## src/rtl/timer_mmss_ctrl.sv

```systemverilog
// BCD mm:ss countdown timer driven by an asynchronous 1 Hz square wave.
// The wave is synchronised and rise-detected on clk; the count moves once per rising edge while running.
module timer_mmss_ctrl #(
  parameter int MAX_MIN = 99
) (
  input  logic       clk,
  input  logic       clr,
  input  logic       tick_1hz,
  input  logic       load,
  input  logic [7:0] ld_min,
  input  logic [7:0] ld_sec,
  input  logic       start,
  input  logic       pause,
  output logic [7:0] min_bcd,
  output logic [7:0] sec_bcd,
  output logic       running,
  output logic       done,
  output logic       alarm,
  output logic [1:0] state_dbg
);

  // Handshake note: there is no valid/ready pair here; load/start/pause are
  // level controls sampled every clk, resolved as load > pause > start > tick.

  typedef enum logic [1:0] {
    ST_IDLE  = 2'd0,
    ST_RUN   = 2'd1,
    ST_PAUSE = 2'd2,
    ST_DONE  = 2'd3
  } state_t;

  localparam logic [3:0] MAX_TENS    = 4'(MAX_MIN / 10);
  localparam logic [3:0] MAX_ONES    = 4'(MAX_MIN % 10);
  localparam logic [7:0] MAX_MIN_BCD = {MAX_TENS, MAX_ONES};

  state_t     state;
  logic       s0, s1, s2;
  logic       tick_p;
  logic [7:0] ld_min_v;
  logic [7:0] ld_sec_v;
  logic [7:0] dec_min;
  logic [7:0] dec_sec;
  logic       dec_zero;
  logic       count_zero;

  assign tick_p     = s1 & ~s2;
  assign state_dbg  = state;
  assign count_zero = (min_bcd == 8'h00) && (sec_bcd == 8'h00);

  // Both operands are valid BCD when compared, so BCD ordering equals numeric ordering.
  always_comb begin
    ld_sec_v = ld_sec;
    if ((ld_sec[7:4] > 4'd9) || (ld_sec[3:0] > 4'd9) || (ld_sec > 8'h59))
      ld_sec_v = 8'h59;
    ld_min_v = ld_min;
    if ((ld_min[7:4] > 4'd9) || (ld_min[3:0] > 4'd9) || (ld_min > MAX_MIN_BCD))
      ld_min_v = MAX_MIN_BCD;
  end

  always_comb begin
    dec_sec = sec_bcd;
    dec_min = min_bcd;
    if (sec_bcd[3:0] != 4'd0) begin
      dec_sec[3:0] = sec_bcd[3:0] - 4'd1;
    end else if (sec_bcd[7:4] != 4'd0) begin
      dec_sec = {sec_bcd[7:4] - 4'd1, 4'd9};
    end else begin
      dec_sec = 8'h59;
      if (min_bcd[3:0] != 4'd0)
        dec_min[3:0] = min_bcd[3:0] - 4'd1;
      else if (min_bcd[7:4] != 4'd0)
        dec_min = {min_bcd[7:4] - 4'd1, 4'd9};
      else
        dec_min = 8'h00;
    end
    dec_zero = (dec_min == 8'h00) && (dec_sec == 8'h00);
  end

  always_ff @(posedge clk) begin
    if (!clr) begin
      state   <= ST_IDLE;
      min_bcd <= 8'h00;
      sec_bcd <= 8'h00;
      running <= 1'b0;
      done    <= 1'b0;
      alarm   <= 1'b0;
      s0      <= 1'b0;
      s1      <= 1'b0;
      s2      <= 1'b0;
    end else begin
      // Sync chain always runs so a resume never sees a stale edge.
      s0    <= tick_1hz;
      s1    <= s0;
      s2    <= s1;
      alarm <= 1'b0;
      if (load) begin
        state   <= ST_IDLE;
        min_bcd <= ld_min_v;
        sec_bcd <= ld_sec_v;
        running <= 1'b0;
        done    <= 1'b0;
      end else begin
        case (state)
          ST_IDLE: begin
            if (!pause && start && !count_zero) begin
              state   <= ST_RUN;
              running <= 1'b1;
            end
          end
          ST_RUN: begin
            if (pause) begin
              state   <= ST_PAUSE;
              running <= 1'b0;
            end else if (tick_p) begin
              min_bcd <= dec_min;
              sec_bcd <= dec_sec;
              if (dec_zero) begin
                state   <= ST_DONE;
                running <= 1'b0;
                done    <= 1'b1;
                alarm   <= 1'b1;
              end
            end
          end
          ST_PAUSE: begin
            if (!pause && start) begin
              state   <= ST_RUN;
              running <= 1'b1;
            end
          end
          ST_DONE: begin
            state <= ST_DONE;
          end
          default: begin
            state   <= ST_IDLE;
            running <= 1'b0;
            done    <= 1'b0;
          end
        endcase
      end
    end
  end

endmodule

```

## config.mk

```make
export PLATFORM = sky130hd
export DESIGN_NAME = timer_mmss_ctrl
export DESIGN_NICKNAME = d
export VERILOG_FILES = /design/src/rtl/timer_mmss_ctrl.sv
export SDC_FILE = /design/constraint.sdc
export NUM_CORES = 1
export LEC_CHECK = 0
export BUFFER_PORTS_ARGS = -buffer_cell sky130_fd_sc_hd__buf_4
export CAP_MARGIN = 10
export CELL_PAD_IN_SITES_DETAIL_PLACEMENT = 0
export CELL_PAD_IN_SITES_GLOBAL_PLACEMENT = 1
export CORE_MARGIN = 10
export CORE_UTILIZATION = 35
export CTS_BUF_LIST = sky130_fd_sc_hd__clkbuf_2 sky130_fd_sc_hd__clkbuf_4 sky130_fd_sc_hd__clkbuf_8
export DETAILED_ROUTE_END_ITERATION = 6
export GPL_TIMING_DRIVEN = 1
export PLACE_DENSITY_LB_ADDON = 0.1
export SLEW_MARGIN = 20
export SYNTH_ARGS = -nofsm -noshare
export SYNTH_HDL_FRONTEND = slang
export SYNTH_SLANG_ARGS = --single-unit
```

## constraint.sdc

```tcl
create_clock -name clk -period 2.36 [get_ports clk]
set_input_delay 0.472 -clock clk [delete_from_list [all_inputs] [get_ports clk]]
set_output_delay 0.472 -clock clk [all_outputs]
set_load 0.05 [all_outputs]
```

# After elaboration in Yosys (flattened, before gate mapping)
# Index checks and enable logic that the tools add are counted.
word_totals:
  regBits: 24
  inputBits: 22
  elab_cells: 92
  out_inout_bits: 21
op_classes:
  order_cmp: 6
  muxes: 31
  bitwise_logic: 6
  eq_ne: 8
  reduce_logical: 28
  addsub: 4
ops:
  columns: ["operator", "count"]
  rows:
  - ["8-bit 2-to-1 mux", 14]
  - ["8-bit zero test", 4]
  - ["4-bit > comparator, second input constant", 4]
  - ["4-bit 2-to-1 mux", 4]
  - ["4-bit nonzero test", 4]
  - ["4-bit by 1-bit subtractor with 4-bit output, second input constant", 4]
  - ["2-bit 2-to-1 mux", 5]
  - ["8-bit by 7-bit > comparator with 1-bit output, second input constant", 1]
  - ["8-bit > comparator, second input constant", 1]
  - ["2-bit one-hot mux with 4 select lines", 1]
  - ["4-bit AND reduction", 2]
  - ["1-bit 2-to-1 mux", 6]
  - ["2-bit inequality test, second input constant", 3]
  - ["3-bit inequality test, second input constant", 2]
  - ["1-bit inverter", 5]
  - ["5-bit AND reduction", 1]
  - ["5-bit OR reduction", 1]
  - ["2-bit equality test, second input constant", 2]
  - ["1-bit logical AND", 4]
  - ["1-bit logical OR", 4]
  - ["2-bit nonzero test", 2]
  - ["1-bit one-hot mux with 3 select lines", 1]
  - ["3-bit AND reduction", 1]
  - ["3-bit nonzero test", 1]
  - ["other kinds (5)", 6]

# Longest topological paths before layout
logic_depth:
  depth_word: 11
  mapped_depth: 8
  ltp_nobuf: 7

# Worst setup path after synthesis
# OpenSTA, ideal clock, no wires.
synth_path:
  path_type: "reg2reg"
  startpoint: "register sec_bcd[1]"
  endpoint: "register state[0] (netlist: state_dbg[0])"
  t_arrival_ps: 2323
  path_stages_with_launch: 9
  path_buffers: 1
  required_time_ps: 2281
  synth_period_minus_slack_ps: 2403
  slack_ps: -43
  setup_ps: 79
  cell_sequence: "dfxtp_1 -> inv_1 -> ha_1 -> or4b_4 -> buf_6 -> o41ai_4 -> o211a_1 -> nand4_2 -> a211oi_2"
synth_via:
  elab_chain_cells: 6
  elab_cells_between_ends: 15
  cone_classes: "1 x add/sub; 2 x eq/ne; 3 x mux; 9 x reduce/logical"
synth_rtl:
  columns: ["item", "line", "rtl"]
  rows:
  - ["from (decl)", "15", "output logic [7:0] sec_bcd,"]
  - ["from (signal assigned)", "99", "sec_bcd <= ld_sec_v;"]
  - ["from (signal assigned)", "116", "sec_bcd <= dec_sec;"]
  - ["4-bit by 1-bit subtractor with 4-bit output (tied with other cells)", "64", "dec_sec[3:0] = sec_bcd[3:0] - 4'd1;"]
  - ["4-bit 2-to-1 mux (tied with other cells)", "63", "if (sec_bcd[3:0] != 4'd0) begin"]
  - ["8-bit zero test or 1-bit zero test (tied branches)", "76, 105", null]
  - ["1-bit logical AND (on tied branches)", "76, 105", null]
  - ["3-bit inequality test (no source line) or 2-bit inequality test (tied branches)", null, null]
  - ["4-bit AND reduction (no source line) (*)", null, null]
  - ["to (signal assigned)", "81", "state <= ST_IDLE;"]
  - ["to (signal assigned)", "97", "state <= ST_IDLE;"]
  - ["to (signal assigned)", "106", "state <= ST_RUN;"]
  - ["to (decl)", "36", "state_t state;"]
# Mark *: on every way between the ends. The rest lies on a longest branch, timed or not.
# A chain may end at the register's enable or synchronous reset.

# Worst setup path after layout
layout_path:
  startpoint: "register sec_bcd[0]"
  endpoint: "register min_bcd[3]"
layout_via:
  elab_chain_cells: 6
layout_rtl:
  columns: ["item", "line", "rtl"]
  rows:
  - ["4-bit nonzero test", "63", null]
  - ["8-bit 2-to-1 mux", "63", null]
  - ["8-bit 2-to-1 mux", "114", "end else if (tick_p) begin"]
  - ["8-bit 2-to-1 mux", "111", "if (pause) begin"]
  - ["8-bit 2-to-1 mux", "103", "case (state)"]
  - ["8-bit 2-to-1 mux", "96", "if (load) begin"]
  - ["to (signal assigned)", "98", "min_bcd <= ld_min_v;"]
  - ["to (signal assigned)", "115", "min_bcd <= dec_min;"]
  - ["to (decl)", "14", "output logic [7:0] min_bcd,"]
# Every way passes these cells. The select of a mux whose other input is x is not followed.

==> flow_metrics.env <==
export IMPL_outcome="complete, no violations"
export IMPL_worstSkewPairLatency_ns=0.27
export IMPL_finClkSkew_ns=0.002592
export IMPL_worst_setup_path_type="reg -> reg"
export IMPL_routed_via_density=5.474
export IMPL_crit_slowest_cell="or4b_4"
export IMPL_r2r_start="sec_bcd[0]$_SDFFE_PN0P_"
export IMPL_max_vdd_ir_drop_mv=0.2477
export IMPL_finalNonFillerCells=327
export IMPL_clock_fmax_ghz=0.4410
export IMPL_yosys_register_bits=24
export IMPL_crit_path_max_fanout=7
export IMPL_pre_cts_slack_ns=0.06104
export IMPL_synth_edff_count=0
export IMPL_initial_antenna_violation_count=0
export IMPL_cp_start_kind="flip-flop"
export IMPL_cts_num_sinks=24
export IMPL_syn_cell_area_um2=1724
export IMPL_remaining_drc_errors=0
export IMPL_drt_iter0_markers=129
export IMPL_crit_path_setup_slack_layout_ns=0.09258
export IMPL_cap_viol_max_count=0
export IMPL_final_period_utilization_pct=96.08
export IMPL_antenna_violating_nets_post_route=0
export IMPL_worst_setup_hold_path_clk_slew_ns=0.09
export IMPL_portBuffers=42
export IMPL_synth_ff_type="dfxtp_1"
export IMPL_place_gp_congestion=0.8705
export IMPL_min_delay_start="tick_1hz"
export IMPL_reg2reg_to="min_bcd[3]$_SDFFE_PN0P_"
export IMPL_drtPass1Iterations=4
export IMPL_cts_root_buf="clkbuf_8"
export IMPL_timing_critical_path_arrival_ns=2.45
export IMPL_via_count=1790
export IMPL_p_leak_nw=0.8950
export IMPL_final_max_slew_viol_count=0
export IMPL_finalWirelength_mm=5.614
export IMPL_place_detailed_hpwl_mm=4.198
export IMPL_fin_hold_ws_ns=0.4089
export IMPL_critical_path_max_stage_delay_ns=0.54
export IMPL_total_routing_usage_reported_by_global_routing_pct=13.36
export IMPL_worstPathRequired_ns=2.54
export IMPL_register_area_share_after_synthesis_pct=27.87
export IMPL_n_antenna_cell=0
export IMPL_asyncSetResetFlopFracSynth_pct=0
export IMPL_number_of_endpoints_failing_setup_at_the_final_stage=0
export IMPL_cts_hold_repair_buffers=0
export IMPL_core_region_area_um2=4755
export IMPL_final_layout_size_suffix_gt1_share_pct=28.08
export IMPL_power_per_cell_area_nw_per_um2=505.4
export IMPL_row_count=25
export IMPL_dieArea_um2=8133
export IMPL_grt_pass1_vias=1794
export IMPL_overall_power_mw=1.124
export IMPL_clock_tree_htree_level_count=1
export IMPL_wl_per_cell_um=17.17
export IMPL_post_route_util_pct=46.76
export IMPL_tritoncts_num_buffers=3
export IMPL_syn_to_final_growth_pct=28.95
export IMPL_starting_density_pct=36.26
export IMPL_slew_limit_headroom_pct=37.96
export IMPL_post_layout_inst_area_um2=2223
export IMPL_min_delay_worst_endpoint="s0$_SDFF_PN0_"
export IMPL_cts_buffer_depth=2
export IMPL_syn_nets=244
export IMPL_timing_reg2reg_worst_path_depth=8
export IMPL_avgSynthCellArea_um2=8.019
export IMPL_ys_types=56
export IMPL_global_route_overflow_total=0
export IMPL_maximum_number_of_pins_on_one_net_before_global_route_repair=15
export IMPL_chipWidth_um=90.19
export IMPL_nets=291
export IMPL_critPathCaptureType="flip-flop"
export IMPL_crit_chain="inv_2, ha_4, or4b_4, nor4_4, buf_4, and3_1, mux2i_1, a221oi_1"
export IMPL_layout_min_cycle_time_ns=2.267
export IMPL_synth_warning_count=0
export IMPL_final_setup_tns_ns=0
export IMPL_r2r_setup_slack_ns=0.09
export IMPL_grt_pass1_wl_mm=9.225
export IMPL_numPlacedInstances=320
export IMPL_tritoncts="yes"
export IMPL_min_delay_path_depth=2
export IMPL_dpl_cell_area_um2=2126
export IMPL_worstMarginPinSlew_ns=0.9271
export IMPL_synthesis_instances=215
export IMPL_chipHeight_um=90.19
export IMPL_worst_hold_path_type="in -> reg"
export IMPL_ios=43
export IMPL_hold_viol=0
[synthesized netlist by cell type, types with 5 or more instances]
master	number	area [µm²]
dfxtp_1	24	480.5
nor2_1	22	82.58
nand2_1	14	52.55
o21ai_0	14	70.07
clkbuf_1	10	37.54
a21oi_1	9	45.04
nor3_1	9	45.04
inv_1	8	30.03
a211oi_1	7	52.55
ha_1	7	87.58
nor4_1	7	43.79
nand2b_1	5	31.28
[registers in the layout, summed over array words and instances, names as in the netlist]
name and cells:
min_bcd 8, sec_bcd 8, state_dbg 2, alarm 1, done 1, running 1, s0 1, s1 1
s2 1
[where the power goes]
group          leakage, nW  switching, mW  total [mW]  internal, mW
combinational        0.675          0.245       0.409         0.164
sequential           0.198         0.0361       0.464         0.428
clock               0.0216          0.136       0.251         0.114
total                0.895          0.417        1.12         0.707
[critical path: cells and delay by family (launching register included)]
family | cells | cell delay (ns)
AND/OR/NAND/NOR | 3 | 1.03
AO/OA/AOI/OAI | 1 | 0.28
flip-flops | 1 | 0.36
buffers and inverters | 2 | 0.27
adder cells (fa/ha/maj) | 1 | 0.16
multiplexers | 1 | 0.07
[cells by family (layout without fill, tap and decap cells)]
kind of cell,after synthesis,count (layout),synth area share (%)
adder cells (fa/ha/maj),7,7,5.080
AND/OR/NAND/NOR,95,96,31.64
buffers and inverters,21,65,5.443
flip-flops,24,24,27.87
AO/OA/AOI/OAI,63,63,27.00
multiplexers,5,5,2.975
[metal layers]
layer  part of all wire [%]  track usage (%)  up-vias  wire length (µm)
met5                      0                0        -                 0
met4                   0.57            2.387        0                32
met2                     46            22.22       54              2575
met1                     47            16.72      822              2630
li1                       -                -      910                 -
met3                    6.7            3.990        4               375
[final cells by class]
cell class | instances | area (µm²)
fill | 504 | 2531
multi-input combinational | 171 | 1184
sequential | 24 | 483.0
timing repair buffer | 53 | 397.9
tap | 67 | 83.83
clock buffer | 3 | 41.29
inverter | 9 | 33.78
[repair_timing]
action,CTS,global route
gates resized for setup,0,7
endpoints found under the setup margin,0,9
setup buffers,0,3
[worst max path at each step]
| stage | end | start | cells after the start |
|---|---|---|---|
| floorplan | state_dbg[0]$_SDFFE_PP0P_ | sec_bcd[2]$_SDFFE_PN0P_ | 7 |
| global placement | state_dbg[0]$_SDFFE_PP0P_ | sec_bcd[1]$_SDFFE_PN0P_ | 7 |
| detailed placement | state_dbg[0]$_SDFFE_PP0P_ | sec_bcd[1]$_SDFFE_PN0P_ | 7 |
| CTS | state_dbg[0]$_SDFFE_PP0P_ | sec_bcd[1]$_SDFFE_PN0P_ | 7 |
| global route | min_bcd[3]$_SDFFE_PN0P_ | sec_bcd[0]$_SDFFE_PN0P_ | 8 |
| finish | min_bcd[3]$_SDFFE_PN0P_ | sec_bcd[0]$_SDFFE_PN0P_ | 8 |
[cells in the final DEF (no fill, tap or decap), types with 3 or more instances in the layout]
| cell | Yosys | final |
|---|---|---|
| nor3_1 | 9 | 9 |
| nand2b_1 | 5 | 5 |
| a211oi_1 | 7 | 7 |
| and2_1 | 4 | 4 |
| inv_1 | 8 | 6 |
| a21oi_1 | 9 | 9 |
| nor2_1 | 22 | 22 |
| o211a_1 | 3 | 3 |
| and3b_1 | 3 | 3 |
| or3_1 | 4 | 4 |
| nor3b_1 | 3 | 3 |
| nand2_1 | 14 | 14 |
| nor2b_1 | 4 | 4 |
| nand3_1 | 4 | 4 |
| buf_4 | 0 | 53 |
| o21ai_1 | 2 | 3 |
| o221ai_1 | 3 | 3 |
| dfxtp_1 | 24 | 22 |
| nor4_1 | 7 | 7 |
| o21ai_0 | 14 | 13 |
| ha_1 | 7 | 6 |
| nand3b_1 | 3 | 3 |
| mux2i_1 | 4 | 4 |
| clkbuf_8 | 0 | 3 |
No activity file was read; power rests on OpenSTA's default activity.
